--- src/rtl/tetris_pkg.sv ---
// rtl/tetris_pkg.sv - shared piece and scheduler state types
package tetris_pkg;

    typedef enum logic [2:0] {
        I    = 3'd0,
        O    = 3'd1,
        T    = 3'd2,
        S    = 3'd3,
        Z    = 3'd4,
        J    = 3'd5,
        L    = 3'd6,
        NONE = 3'd7
    } piece_t;

    localparam piece_t PIECE_NONE = NONE;

    typedef enum logic [1:0] {
        S_IDLE    = 2'd0,
        S_REQ     = 2'd1,
        S_RELEASE = 2'd2
    } sched_state_t;

endpackage

--- src/rtl/piece_scheduler_if.sv ---
// rtl/piece_scheduler_if.sv - generator handshake and controller queue signals
interface piece_scheduler_if #(
    parameter int DEPTH = 3
);
    logic                   GEN_START;
    logic                   GEN_DONE;
    logic [2:0]             GEN_PIECE;
    logic                   POP;
    logic                   FLUSH;
    logic                   PIECE_VALID;
    logic [2:0]             PIECE_OUT;
    logic [3*DEPTH-1:0]     PREVIEW;
    logic [2:0]             COUNT;
    logic                   FULL;

    modport master (
        output GEN_START, PIECE_VALID, PIECE_OUT, PREVIEW, COUNT, FULL,
        input  GEN_DONE, GEN_PIECE, POP, FLUSH
    );

    modport slave (
        input  GEN_START, PIECE_VALID, PIECE_OUT, PREVIEW, COUNT, FULL,
        output GEN_DONE, GEN_PIECE, POP, FLUSH
    );
endinterface

--- src/rtl/piece_fifo.sv ---
// rtl/piece_fifo.sv - shift-register piece queue, head at slot 0
module piece_fifo
    import tetris_pkg::*;
#(
    parameter int DEPTH = 3
) (
    input  logic               clk,
    input  logic               rst_n,
    input  logic               push,
    input  logic               pop,
    input  logic               flush,
    input  piece_t             din,
    output logic [2:0]         count,
    output logic [3*DEPTH-1:0] preview
);

    piece_t     slot_q [DEPTH];
    piece_t     slot_d [DEPTH];
    logic [2:0] count_q;
    logic [2:0] count_d;
    logic [2:0] base;

    // pop shifts first, so a simultaneous push lands just behind the survivors
    always_comb begin
        slot_d  = slot_q;
        count_d = count_q;
        base    = count_q;
        if (flush) begin
            for (int i = 0; i < DEPTH; i++) begin
                slot_d[i] = PIECE_NONE;
            end
            count_d = 3'd0;
        end else begin
            if (pop) begin
                for (int i = 0; i < DEPTH - 1; i++) begin
                    slot_d[i] = slot_q[i+1];
                end
                slot_d[DEPTH-1] = PIECE_NONE;
                base = count_q - 3'd1;
            end
            if (push) begin
                for (int i = 0; i < DEPTH; i++) begin
                    if (3'(i) == base) begin
                        slot_d[i] = din;
                    end
                end
            end
            count_d = base + {2'b00, push};
        end
    end

    always_ff @(posedge clk or negedge rst_n) begin
        if (!rst_n) begin
            for (int i = 0; i < DEPTH; i++) begin
                slot_q[i] <= PIECE_NONE;
            end
            count_q <= 3'd0;
        end else begin
            slot_q  <= slot_d;
            count_q <= count_d;
        end
    end

    always_comb begin
        preview = '0;
        for (int i = 0; i < DEPTH; i++) begin
            preview[3*i +: 3] = slot_q[i];
        end
    end

    assign count = count_q;

endmodule

--- src/rtl/piece_scheduler.sv ---
// rtl/piece_scheduler.sv - generator START/DONE sequencer with anti-repeat preview queue
module piece_scheduler
    import tetris_pkg::*;
#(
    parameter int DEPTH     = 3,
    parameter int NO_REPEAT = 1
) (
    input  logic               CLK,
    input  logic               RESET_N,
    piece_scheduler_if.master  bus
);

    sched_state_t state_q, state_d;
    piece_t       last_piece_q, last_piece_d;
    logic         reroll_used_q, reroll_used_d;

    logic [2:0]   count;
    logic [3*DEPTH-1:0] preview;
    logic         pop_eff;
    logic         push;
    logic [2:0]   avail;
    piece_t       gen_piece;

    assign gen_piece = piece_t'(bus.GEN_PIECE);
    assign pop_eff   = bus.POP & (count != 3'd0);
    assign avail     = count - {2'b00, pop_eff};

    always_comb begin
        state_d       = state_q;
        last_piece_d  = last_piece_q;
        reroll_used_d = reroll_used_q;
        push          = 1'b0;
        case (state_q)
            S_IDLE: begin
                if (avail < 3'(DEPTH)) begin
                    state_d = S_REQ;
                end
            end
            S_REQ: begin
                if (bus.GEN_DONE) begin
                    state_d = S_RELEASE;
                    // discarded samples simply fall back through S_IDLE for a fresh request
                    if (bus.FLUSH || gen_piece == PIECE_NONE) begin
                        push = 1'b0;
                    end else if (NO_REPEAT != 0 && gen_piece == last_piece_q && !reroll_used_q) begin
                        reroll_used_d = 1'b1;
                    end else begin
                        push          = 1'b1;
                        last_piece_d  = gen_piece;
                        reroll_used_d = 1'b0;
                    end
                end
            end
            S_RELEASE: begin
                if (!bus.GEN_DONE) begin
                    state_d = S_IDLE;
                end
            end
            default: state_d = S_IDLE;
        endcase
        if (bus.FLUSH) begin
            last_piece_d  = PIECE_NONE;
            reroll_used_d = 1'b0;
        end
    end

    always_ff @(posedge CLK or negedge RESET_N) begin
        if (!RESET_N) begin
            state_q       <= S_IDLE;
            last_piece_q  <= PIECE_NONE;
            reroll_used_q <= 1'b0;
        end else begin
            state_q       <= state_d;
            last_piece_q  <= last_piece_d;
            reroll_used_q <= reroll_used_d;
        end
    end

    piece_fifo #(
        .DEPTH (DEPTH)
    ) u_fifo (
        .clk     (CLK),
        .rst_n   (RESET_N),
        .push    (push),
        .pop     (pop_eff),
        .flush   (bus.FLUSH),
        .din     (gen_piece),
        .count   (count),
        .preview (preview)
    );

    assign bus.GEN_START   = (state_q == S_REQ);
    assign bus.COUNT       = count;
    assign bus.PREVIEW     = preview;
    assign bus.PIECE_OUT   = preview[2:0];
    assign bus.PIECE_VALID = (count != 3'd0);
    assign bus.FULL        = (count == 3'(DEPTH));

`ifndef SYNTHESIS
    push_never_overflows: assert property (@(posedge CLK) disable iff (!RESET_N)
        push |-> ((count < 3'(DEPTH)) || pop_eff));
`endif

endmodule

--- src/flat_wrapper.sv ---
// flat-port wrapper written by rule: the top's interface ports become plain ports
module piece_scheduler_flat import tetris_pkg::*;
#(
    parameter int DEPTH     = 3,
    parameter int NO_REPEAT = 1
)
  (CLK, RESET_N, bus_GEN_START, bus_PIECE_VALID, bus_PIECE_OUT, bus_PREVIEW, bus_COUNT, bus_FULL, bus_GEN_DONE, bus_GEN_PIECE, bus_POP, bus_FLUSH);
  piece_scheduler_if #(.DEPTH(DEPTH)) bus_i ();
  input  logic CLK;
  input  logic RESET_N;
  output wire logic [$bits(bus_i.GEN_START)-1:0] bus_GEN_START;
  output wire logic [$bits(bus_i.PIECE_VALID)-1:0] bus_PIECE_VALID;
  output wire logic [$bits(bus_i.PIECE_OUT)-1:0] bus_PIECE_OUT;
  output wire logic [$bits(bus_i.PREVIEW)-1:0] bus_PREVIEW;
  output wire logic [$bits(bus_i.COUNT)-1:0] bus_COUNT;
  output wire logic [$bits(bus_i.FULL)-1:0] bus_FULL;
  input wire logic [$bits(bus_i.GEN_DONE)-1:0] bus_GEN_DONE;
  input wire logic [$bits(bus_i.GEN_PIECE)-1:0] bus_GEN_PIECE;
  input wire logic [$bits(bus_i.POP)-1:0] bus_POP;
  input wire logic [$bits(bus_i.FLUSH)-1:0] bus_FLUSH;
  assign bus_GEN_START = bus_i.GEN_START;
  assign bus_PIECE_VALID = bus_i.PIECE_VALID;
  assign bus_PIECE_OUT = bus_i.PIECE_OUT;
  assign bus_PREVIEW = bus_i.PREVIEW;
  assign bus_COUNT = bus_i.COUNT;
  assign bus_FULL = bus_i.FULL;
  assign bus_i.GEN_DONE = bus_GEN_DONE;
  assign bus_i.GEN_PIECE = bus_GEN_PIECE;
  assign bus_i.POP = bus_POP;
  assign bus_i.FLUSH = bus_FLUSH;
  piece_scheduler #(.DEPTH(DEPTH), .NO_REPEAT(NO_REPEAT)) u_core (.CLK(CLK), .RESET_N(RESET_N), .bus(bus_i));
endmodule
--- config.mk ---
export PLATFORM = sky130hd
export DESIGN_NAME = piece_scheduler_flat
export DESIGN_NICKNAME = d
export VERILOG_FILES = /design/src/rtl/tetris_pkg.sv /design/src/rtl/piece_scheduler_if.sv /design/src/rtl/piece_fifo.sv /design/src/rtl/piece_scheduler.sv /design/src/flat_wrapper.sv
export SDC_FILE = /design/constraint.sdc
export NUM_CORES = 1
export LEC_CHECK = 0
export BUFFER_PORTS_ARGS = -buffer_cell sky130_fd_sc_hd__buf_2
export CAP_MARGIN = 20
export CORE_MARGIN = 10
export CORE_UTILIZATION = 54
export DETAILED_ROUTE_END_ITERATION = 8
export PLACE_DENSITY = 0.79
export SETUP_SLACK_MARGIN = 0.4
export SLEW_MARGIN = 20
export SYNTH_ARGS = -nofsm -noshare
export SYNTH_HDL_FRONTEND = slang
export SYNTH_SLANG_ARGS = --single-unit
export TNS_END_PERCENT = 30
--- constraint.sdc ---
create_clock -name CLK -period 3.3 [get_ports CLK]
set_clock_uncertainty 0.15 [all_clocks]
set_input_delay 0 -clock CLK [delete_from_list [all_inputs] [get_ports CLK]]
set_output_delay 0 -clock CLK [all_outputs]
set_load 0.02 [all_outputs]
Word-level counts from Yosys, hierarchy flattened. Index checks and enable logic that the tools add are counted.

Bits in registers: 18. Bits of input ports: 8. Output and inout port bits: 18. Logic and storage cells: 62.

Add/subtract/negate cells: 3. Magnitude comparators: 1. Eq/ne operators: 12. Muxes and demuxes: 27. Bitwise operators: 1. Reductions and logical operators: 11.

Operator list (number): $mux W3 (11); $mux W9 (3); $mux W1 (9); $mux W2 (3); $ne A2 B2 Y1 const B (3); $pmux W2 S3 (1); $reduce_and A3 Y1 (2); $ne A2 B1 Y1 const B (2); $reduce_and A4 Y1 (1); $reduce_bool A2 Y1 (2); $add A3 B1 Y3 (1); $eq A1 B3 Y1 const A (1); $eq A2 B3 Y1 const A (1); $eq A3 B2 Y1 const B (1); $eq A3 B3 Y1 (1); $eq A3 B3 Y1 const B (1); $logic_not A3 Y1 (1); $lt A3 B2 Y1 const B (1); $reduce_bool A3 Y1 (1); $sub A3 B1 Y3 (1); $sub A3 B1 Y3 const B (1); $eq A2 B1 Y1 const B (1); $eq A2 B2 Y1 const B (1); $logic_not A2 Y1 (1); other kinds (4) (4).

Longest topological paths before layout.
Depth in word-level cells: 8. Gate-level depth with buffers: 12.

By module. From an unflattened synthesis, not the netlist that was laid out.

Cells, all modules: 107. Area total of the unflattened synthesis: 1136.1 um^2.

By module, submodules not included: piece_fifo (times used 1, cells an instance 65, area each 713.2 um^2, sequential area each 311.5 um^2); piece_scheduler (times used 1, cells an instance 42, area each 422.9 um^2, sequential area each 153.9 um^2).

Least setup slack after synthesis. Ideal clock, no wire load.

Kind: register -> register. From: register u_core.u_fifo.count_q[1], in the netlist u_core.u_fifo.count[1]. To: register u_core.u_fifo.count_q[1], in the netlist u_core.u_fifo.count[1]. Setup time: 133 ps. Data arrival time: 2171 ps. Data required time: 3017 ps. Path slack: 846 ps. Cell stages (with the launch flop): 12. Buffers on the path: 1. Period minus slack after synthesis: 2454 ps. Cells stage by stage: dfrtp_1 -> inv_1 -> ha_1 -> nand2b_1 -> buf_6 -> nand2_4 -> inv_1 -> ha_1 -> inv_1 -> ha_1 -> ha_1 -> nor2b_1.

Longest elaborated chain between the ends: 6. Elaborated cells on any way between the ends: 7. Classes of those cells: 2 x add/sub; 3 x mux; 1 x bitwise; 1 x reduce/logical.

Ends and longest elaborated chain: start: declaration (line piece_fifo.sv:19) `logic [2:0] count_q;`; start signal: assignment (line piece_fifo.sv:60) `count_q <= count_d;`; $reduce_bool A3 Y1; named net bus_PIECE_VALID (line flat_wrapper.sv:12) `output wire logic [$bits(bus_i.PIECE_VALID)-1:0] bus_PIECE_VALID;`; $and A1 B1 Y1 (line piece_scheduler.sv:25) `assign pop_eff = bus.POP & (count != 3'd0);`; $mux W3 (line piece_fifo.sv:34) `if (pop) begin`; $mux W3 (line piece_fifo.sv:28) `if (flush) begin`; $add A3 B1 Y3 (line piece_fifo.sv:48) `count_d = base + {2'b00, push};`; $mux W3 (line piece_fifo.sv:28); named net u_core.u_fifo.count_d[1] (line piece_fifo.sv:20) `logic [2:0] count_d;`.

The timed path passes the listed nets, and every way through them passes these cells. The select of a mux whose other input is x is not followed. A chain may end at the register's enable or synchronous reset.

Worst setup path in the final report.
From: register u_core.u_fifo.count_q[1], in the netlist u_core.u_fifo.count[1]. To: register u_core.u_fifo.count_q[1], in the netlist u_core.u_fifo.count[1].

Longest elaborated chain between the ends: 6. Elaborated cells on any way between the ends: 7. Classes of those cells: 2 x add/sub; 3 x mux; 1 x bitwise; 1 x reduce/logical.

Ends and longest elaborated chain (line): parallel branches: the longest is 2 deep, another holds $sub A3 B1 Y3; $mux W3 * (piece_fifo.sv:34); $mux W3 * (piece_fifo.sv:28); $add A3 B1 Y3 * (piece_fifo.sv:48); $mux W3 * (piece_fifo.sv:28); named net u_core.u_fifo.count_d[1] (piece_fifo.sv:20).

Mark *: on every way through the listed nets, which the timed path passes. The select of a mux whose other input is x is not followed.

==> results.toml <==
[outcome]
status = "completed"

[synthesis]
yosys-top-cells-area = "dfstp_2 25%, dfrtp_1 12%, ha_1 7.0%"
synthAdderAreaFrac = 0.0704
avgSynthCellArea_sq_um = 10.9
synthSimpleGateAreaFrac = 0.184
synth.area.mux_share = 0.114
synth_seq_area_share = 0.374
synth_flop_cell = "dfstp_2"
synth_seq_cells = 18
yosys.area.top_type = "dfstp_2"
netlist_area_sq_um = 1240
syn_inst = 114
ys_types = 38
synth-compound-area-share = 0.165
synthXorXnorAreaFrac = 0.0352
synth_top_family_by_area = "simple AND/OR/NAND/NOR gates"
syn-num-nets = 129
yosys_warnings = 0
synthArstFlopShare = 1.00
synth_top_area_frac = 0.254
synth_edf_count = 0

[layout]
area_delta_synth_final_pct = 17.2
drive_gt1_frac = 0.406
seqCellArea_sq_um = 465
multi_input_comb_area_sq_um = 707
nNetsFinal = 159
n_antenna_cell = 0
layout.filler_cells = 180

[detailed_routing]
ant_nets = 0
vias_per_cell = 5.79
routed-via-count = 990
wirelength_um = 2820
drt_iter0_drc = 59
drt-pass1-iter-count = 4
drc = 0
routedWlPerCell_um = 16.5

[worst_setup_path]
crit_arrival_ps = 2650
critical_path_class = "reg2reg"
start_kind = "flip-flop"
crit_path_end_kind = "flip-flop"
critPathMaxFanout = 9
required_ps = 3330

[global_route]
grt_overflow = 0
grt_usage = 0.128
grt_pass1_wl_um = 4620
grt_max_degree = 19
grt_pass1_vias = 982
antenna_found_initial = 0

[floorplanning]
fp.dieW_um = 68.0
initial_core_util = 0.562
core_sq_um = 2210
die_h_um = 68.0
num_rows = 17
die_area_sq_um = 4620
io_pins = 26

[clock_tree]
holdBufCountCts = 7
cts_resized = 0
cts_buffers = 3
clk_latency_ps = 300
cts_num_sinks = 18
cts-root-buf = "clkbuf_4"
cts.reportedPaths.clkPinSlew_ps = 100
h-tree-depth = 1
cts_buffer_depth = 2
cts_tree = "yes"
post_cts_buffers = 0

[sta]
period_minus_slack_ps = 2610
maxClockFrequency_ghz = 0.382
rsz0062_at_grt = "false"
setup_tns_ps = 0
slew_viol_final = 0
period_share = 0.792
slew_headroom = 0.684
setup_viol = 0
finalHoldViolCount = 0
tightestPinTransition_ps = 470

[min_path]
hold_class = "in2async"

[flow_run]
maxCapViolations = 0

[power]
peakVddDrop_mv = 0.501
power_density_nw_per_um2 = 806
leakage_nw = 0.662
p_total_mw = 1.18

[place]
hpwl_um = 2150
gp_congestion = 0.849
port-buffer-count = 25
worst max-delay path: stages (launching register included):
cell      delay [ps]
dfrtp_1          430
inv_1            140
ha_1             230
nand2b_1         200
nand2_4          180
inv_1            100
ha_1             390
inv_1            110
ha_1             190
ha_1             260
nor2b_1          130
kinds of logic (layout without fill, tap and decap cells):
| kind of cell | count (synthesis) | count (layout) |
|---|---|---|
| compound gates | 20 | 20 |
| xor+xnor | 5 | 5 |
| fa+ha+maj | 7 | 7 |
| buf+inv | 12 | 41 |
| flops | 18 | 18 |
| mux | 12 | 12 |
| simple gates | 40 | 40 |
registers in the layout (all words and copies together) (netlist names):
name and cells:
u_core.last_piece_q 3, u_core.reroll_used_q 1, u_core.state_q 2, u_core.u_fifo.count 3
u_core.u_fifo.preview 9
routing by layer:
layer | track usage | routed length [um]
met1 | 0.151 | 1220
met2 | 0.220 | 1430
met3 | 0.0277 | 116
met4 | 0.0528 | 55
met5 | 0 | 0
stage by stage:
| stage | area (sq um) | utilization | instances | setup WS [ps] | hold slack [ps] |
|---|---|---|---|---|---|
| 2_1_floorplan | 1240 | - | 114 | 846 | -446 |
| 3_3_place_gp | 1350 | 0.611 | 160 | 857 | -203 |
| 3_5_place_dp | 1350 | 0.611 | 160 | 715 | -194 |
| 4_1_cts | 1460 | 0.659 | 171 | 696 | 18.5 |
| 5_1_grt | 1460 | 0.659 | 171 | 496 | 56.6 |
| 6_report | 1460 | 0.659 | 171 | 685 | 37.8 |
layout by cell type (no fill, tap or decap), types with 2 or more instances in the layout:
cell           count
xor2_1             4
dfrtp_1            6
nor3_1             4
inv_1              5
and3_1             6
clkbuf_4           3
o2111ai_2          3
or3_1              2
nand2_1            6
nand2b_1           2
a211oi_1           4
o21ai_0            2
mux2i_1            7
or2_2              2
dfstp_2           12
nor2_1             6
buf_2             25
mux2_4             4
ha_1               7
a32oi_1            2
nor2b_1            6
a211o_1            2
dlygate4sd3_1      7
cells in the mapped netlist, types with 5 or more instances:
| cell type | number |
|---|---|
| nor2_1 | 6 |
| nor2b_1 | 6 |
| and3_1 | 6 |
| dfstp_2 | 12 |
| inv_1 | 5 |
| dfrtp_1 | 6 |
| mux2i_1 | 7 |
| ha_1 | 7 |
| nand2_1 | 6 |
report_power, final:
part           leakage [nW]  internal [mW]  total, mW  switching, mW
Clock                0.0210         0.0673      0.139         0.0715
Combinational         0.435          0.269      0.669          0.400
Sequential            0.206          0.308      0.368         0.0595
Total                 0.662          0.644       1.18          0.531
area by class of cell:
class,instances,share of cell area
multi-input combinational,84,0.485
sequential,18,0.319
timing repair buffer,32,0.134
clock buffer,4,0.0249
tap,28,0.0240
inverter,5,0.0129
path summary, 6_finish.rpt:
| check | depth (start not counted) | endpoint | slack, ps | from |
|---|---|---|---|---|
| worst max-delay path | 10 | u_core.u_fifo.count[1]$_DFF_PN0_ | 690 | u_core.u_fifo.count[1]$_DFF_PN0_ |
| min in group CLK | 4 | u_core.u_fifo.preview[2]$_DFF_PN1_ | 110 | bus_POP |
| max in group asynchronous | 2 | u_core.last_piece_q[1]$_DFFE_PN1P_ | 2640 | RESET_N |
| worst max register to register | 10 | u_core.u_fifo.count[1]$_DFF_PN0_ | 690 | u_core.u_fifo.count[1]$_DFF_PN0_ |
| worst min-delay path | 2 | u_core.u_fifo.count[2]$_DFF_PN0_ | 40 | RESET_N |
| worst min register to register | 1 | u_core.state_q[0]$_DFFE_PN0P_ | 320 | u_core.state_q[1]$_DFFE_PN0P_ |
No activity file was read; power rests on OpenSTA's default activity.
